<file path="src/rtl/pc_fetch_ctrl.sv">
// pc_fetch_ctrl
// Program-counter generation and fetch-request stage in front of the IFU.
// It holds the architectural fetch PC and presents it to the IFU with a
// valid/ready handshake. The PC advances by 4 after each accepted fetch, or
// jumps on a redirect or trap. A misaligned redirect target, or a halt
// request, stops fetch permanently until reset.
//
// Ports
//   clk, rst           clock; synchronous active-high reset
//   i_ifu_ready        IFU accepts o_pc this cycle
//   i_stall            hold the PC (hazard/backpressure)
//   i_redirect_valid   branch/jump taken; target on i_redirect_pc
//   i_trap_valid       trap entry/return; target on i_trap_pc (low bits dropped)
//   i_halt             ebreak / simulation end
//   o_pc, o_pc_valid   fetch request to the IFU
//   o_misalign         sticky flag: a redirect target was not 4-byte aligned
//   o_bad_addr         the offending redirect target
//   o_halted           fetch stopped until reset
//   o_fetch_cnt        count of accepted fetch handshakes
module pc_fetch_ctrl #(
  parameter int                   CPU_WIDTH = 64,
  parameter logic [CPU_WIDTH-1:0] RESET_PC  = CPU_WIDTH'(64'h8000_0000)
) (
  input  logic                 clk,
  input  logic                 rst,
  input  logic                 i_ifu_ready,
  input  logic                 i_stall,
  input  logic                 i_redirect_valid,
  input  logic [CPU_WIDTH-1:0] i_redirect_pc,
  input  logic                 i_trap_valid,
  input  logic [CPU_WIDTH-1:0] i_trap_pc,
  input  logic                 i_halt,
  output logic [CPU_WIDTH-1:0] o_pc,
  output logic                 o_pc_valid,
  output logic                 o_misalign,
  output logic [CPU_WIDTH-1:0] o_bad_addr,
  output logic                 o_halted,
  output logic [63:0]          o_fetch_cnt
);

  typedef enum logic [1:0] {BOOT, RUN, HALT} state_t;

  state_t               state;
  logic                 hs;
  logic [CPU_WIDTH-1:0] trap_tgt;

  assign hs       = o_pc_valid && i_ifu_ready;
  // Trap targets are forced to word alignment, so they never fault.
  assign trap_tgt = i_trap_pc & ~CPU_WIDTH'(3);

  always_ff @(posedge clk) begin
    if (rst) begin
      state       <= BOOT;
      o_pc        <= RESET_PC;
      o_pc_valid  <= 1'b0;
      o_misalign  <= 1'b0;
      o_bad_addr  <= '0;
      o_halted    <= 1'b0;
      o_fetch_cnt <= '0;
    end else begin
      case (state)
        BOOT: begin
          state      <= RUN;
          o_pc       <= RESET_PC;
          o_pc_valid <= 1'b1;
        end
        RUN: begin
          // The handshake counts even when the PC is redirected the same
          // cycle: the IFU did accept the old request.
          if (hs) o_fetch_cnt <= o_fetch_cnt + 64'd1;
          if (i_halt) begin
            state      <= HALT;
            o_pc_valid <= 1'b0;
            o_halted   <= 1'b1;
          end else if (i_trap_valid) begin
            o_pc <= trap_tgt;
          end else if (i_redirect_valid) begin
            if (i_redirect_pc[1:0] == 2'b00) begin
              o_pc <= i_redirect_pc;
            end else begin
              state      <= HALT;
              o_pc_valid <= 1'b0;
              o_halted   <= 1'b1;
              o_misalign <= 1'b1;
              o_bad_addr <= i_redirect_pc;
            end
          end else if (!i_stall && hs) begin
            o_pc <= o_pc + CPU_WIDTH'(4);
          end
        end
        HALT: begin
          // Terminal state: every input is ignored until reset.
          o_pc_valid <= 1'b0;
          o_halted   <= 1'b1;
        end
        default: state <= BOOT;
      endcase
    end
  end

endmodule

</file>
<file path="config.mk">
export PLATFORM = sky130hd
export DESIGN_NAME = pc_fetch_ctrl
export DESIGN_NICKNAME = d
export VERILOG_FILES = /design/src/rtl/pc_fetch_ctrl.sv
export SDC_FILE = /design/constraint.sdc
export NUM_CORES = 1
export LEC_CHECK = 0
export CELL_PAD_IN_SITES_DETAIL_PLACEMENT = 1
export CELL_PAD_IN_SITES_GLOBAL_PLACEMENT = 2
export CORE_UTILIZATION = 28
export CTS_CLUSTER_DIAMETER = 150
export DETAILED_ROUTE_END_ITERATION = 10
export GPL_ROUTABILITY_DRIVEN = 0
export PLACE_DENSITY_LB_ADDON = 0.1
export SETUP_SLACK_MARGIN = 0.2
export SYNTH_ARGS = -nofsm -noshare
export SYNTH_HDL_FRONTEND = slang
export SYNTH_SLANG_ARGS = --single-unit
</file>
<file path="constraint.sdc">
create_clock -name clk -period 6.5 [get_ports clk]
set_input_delay 0.65 -clock clk [delete_from_list [all_inputs] [get_ports clk]]
set_output_delay 0.65 -clock clk [all_outputs]
set_load 0.03 [all_outputs]
</file>
==> metrics.txt <==
Power Density=248 mW/mm2; number of global-route vias before repair=11.6k; Clock Path Buffers=2; Buffers on Ports=roughly 330; Critical Path Fanout Max=15; initial antenna violation count=3; post-cts sizing count=0; 1st-iter DRT viols=435; Avg WL per Cell=20.3 um; Leakage Power=about 0.005 uW; CP most frequent cell=nand4_1; most frequent cells in the layout=clkdlybuf4s50_1, nand2_1, dfxtp_1, a21oi_1, nor2_1; slowest stage cell, crit path=dfxtp_1; Num CTS Buffers=17; Crit Path Category=flop to flop; final std cells w/o fill=2229; core footprint=0.0375 mm2; main flop type after synthesis=dfxtp_1; area grow syn2layout=40.9%; Max Clock Freq=308 MHz; Initial Util=28.4%; Final ANT Viol Nets=0; Unique masters post-synth=72; die outline area=0.0388 mm2; CP peak stage delay=0.77 ns; GR Util All Layers=approximately 23%; post-synthesis sequential area ratio=37.1%; post-synthesis compound-gate area fraction=19.9%; Critical Path RT=6.85 ns; worst skew pair latency=about 0.46 ns; CP delay by family, top=simple AND/OR/NAND/NOR gates; CTS H-tree lvls=4; Mapped Avg Cell Area=7.43 um2; placed cell count=between 2k and 2.5k; EDFF count, synth=0; clk sinks=197; Final #Nets=1845; Synth Cell Area=about 0.011 mm2; Yosys reg bits=197; simple-gate share of the synthesized area=32.1%; unrepaired setup endpoints after global routing=no; first-pass GRT wire length=69400 um; Die Height=a little under 200 um; share of cells above drive strength 1=5.07%; crit path buf inv count=0; total gr overflow=0; crit end category=flop; vias post-DR=about 12k; Worst-Margin Slew=0.953 ns; DRC viols=0; row count=71; MaxCap Viol Count=0; final hold vios=0; largest family of logic cells by synthesized area=simple AND/OR/NAND/NOR gates; Root Driver=clkbuf_16; first drt pass iteration count=5; syn nets=1573; hold crit path type=flop to flop; pin count of the biggest net entering global routing=79; CP arrival=3.59 ns; post-synthesis mux area share=less than 1%; post-route clock period utilization=between 40% and 50%; Ys Warns=0; post-synthesis adder-cell area fraction=0.824%; fin crit period=~3.2 ns; synthesized instance count=1431; Post-DP HPWL=31700 um; Synth Area in XOR/XNOR=5.19%; worst vdd ir=roughly 0.18 mV; Sum Neg Setup Slack=0 ns; Final setup viols=0; worst-case clock skew=roughly 0.011 ns; commonest non-fill, non-tap cell in the layout=clkdlybuf4s50_1; fin. max-slew vios=0; status=finished clean; CP Launch Type=flop; Post-CTS Hold Buffers=0; Ports=330; vias per cell=around 5.2; CTS tree=built; Filler Cell Count=about 4.5k; Slew HR=36.0%; ys async rst share=0%; Total Wirelength=roughly 45000 um; clock transition at the registers of the reported paths=about 0.080 ns; Die W=197 um; Post-CTS Setup Bufs=0; critical path cell sequence=nand4_1 -> or4_1 -> nor4_2 -> nand4_1 -> a21o_1 -> a211o_1
tightest hold or removal path: cells and delay by family, from the launching register on:
kind             cells  cell delay, ns
flip-flops           1            0.31
AO/OA/AOI/OAI        1            0.05
AND/OR/NAND/NOR      1            0.05
synth_stat cells, types with 21 or more instances:
library cell	number	area share, %
nand2_1	242	8.5
dfxtp_1	197	37
a21oi_1	148	7.0
nor2_1	130	4.6
clkbuf_1	74	2.6
o21ai_0	74	3.5
nand3_1	63	3.0
nand4_1	51	3.0
nor3_1	46	2.2
xor2_1	35	2.9
inv_1	31	1.1
nand2b_1	28	1.6
xnor2_1	28	2.3
and3_1	21	1.2
layout make-up:
type                    instances  area [um2]  share of cell area, %
inverters                      33         124                  0.827
well taps                     511         639                   4.27
flip-flops and latches        197        3940                   26.3
clock buffers                  17         425                   2.84
diodes                          2        5.00                 0.0334
clock inverters                15         189                   1.26
multi-input cells            1108        6240                   41.7
repair buffers                346        3410                   22.8
metal layers:
layer,track usage [%],wire length [um],vias up
met2,36.5,20200,271
li1,-,-,5654
met1,31.9,22100,5739
met4,5.31,624,2
met3,4.95,2200,32
met5,0,11,-
flip-flops by register name, indices dropped and copies added, names as in the netlist:
name,cells
o_bad_addr,64
o_fetch_cnt,64
o_halted,1
o_misalign,1
o_pc,64
o_pc_valid,1
state,2
power by group:
group | internal (uW) | total (uW) | switching [uW] | leakage, uW
registers | 1290 | 1430 | 138 | 0.00159
logic | 414 | 1110 | 696 | 0.00304
clock network | 619 | 1180 | 557 | 0.000302
metrics by stage:
stage               setup slack (ns)  hold slack [ns]  cell area, um2  util, %  power (uW)
floorplan                       4.07            0.487           10600        -        2040
global placement                3.12            0.442           14400     38.3        2550
detailed placement              3.05            0.449           14400     38.3        2570
CTS                             3.27            0.458           15000     39.9        3760
global route                    3.12            0.475           15000     40.0        3910
finish                          3.26            0.456           15000     40.0        3720
kinds of logic (layout without fill, tap and decap cells):
logic type	Yosys count	after routing
multiplexers	5	5
adder cells (fa/ha/maj)	7	7
AND/OR/NAND/NOR	685	685
AO/OA/AOI/OAI	348	348
buffers and inverters	126	411
other	0	2
XOR/XNOR	63	63
flip-flops	197	197
final timing paths:
check / from / end / slack, ns / depth (start not counted)
hold reg to reg: o_bad_addr[47]$_SDFFE_PP0P_ / o_bad_addr[47]$_SDFFE_PP0P_ / 0.46 / 2
setup reg to reg: o_pc[36]$_SDFFE_PP0P_ / o_pc[63]$_SDFFE_PP0P_ / 3.26 / 6
hold / removal: o_bad_addr[47]$_SDFFE_PP0P_ / o_bad_addr[47]$_SDFFE_PP0P_ / 0.46 / 2
setup / recovery: o_pc[36]$_SDFFE_PP0P_ / o_pc[63]$_SDFFE_PP0P_ / 3.26 / 6
Power figures use the tool's default switching activity.
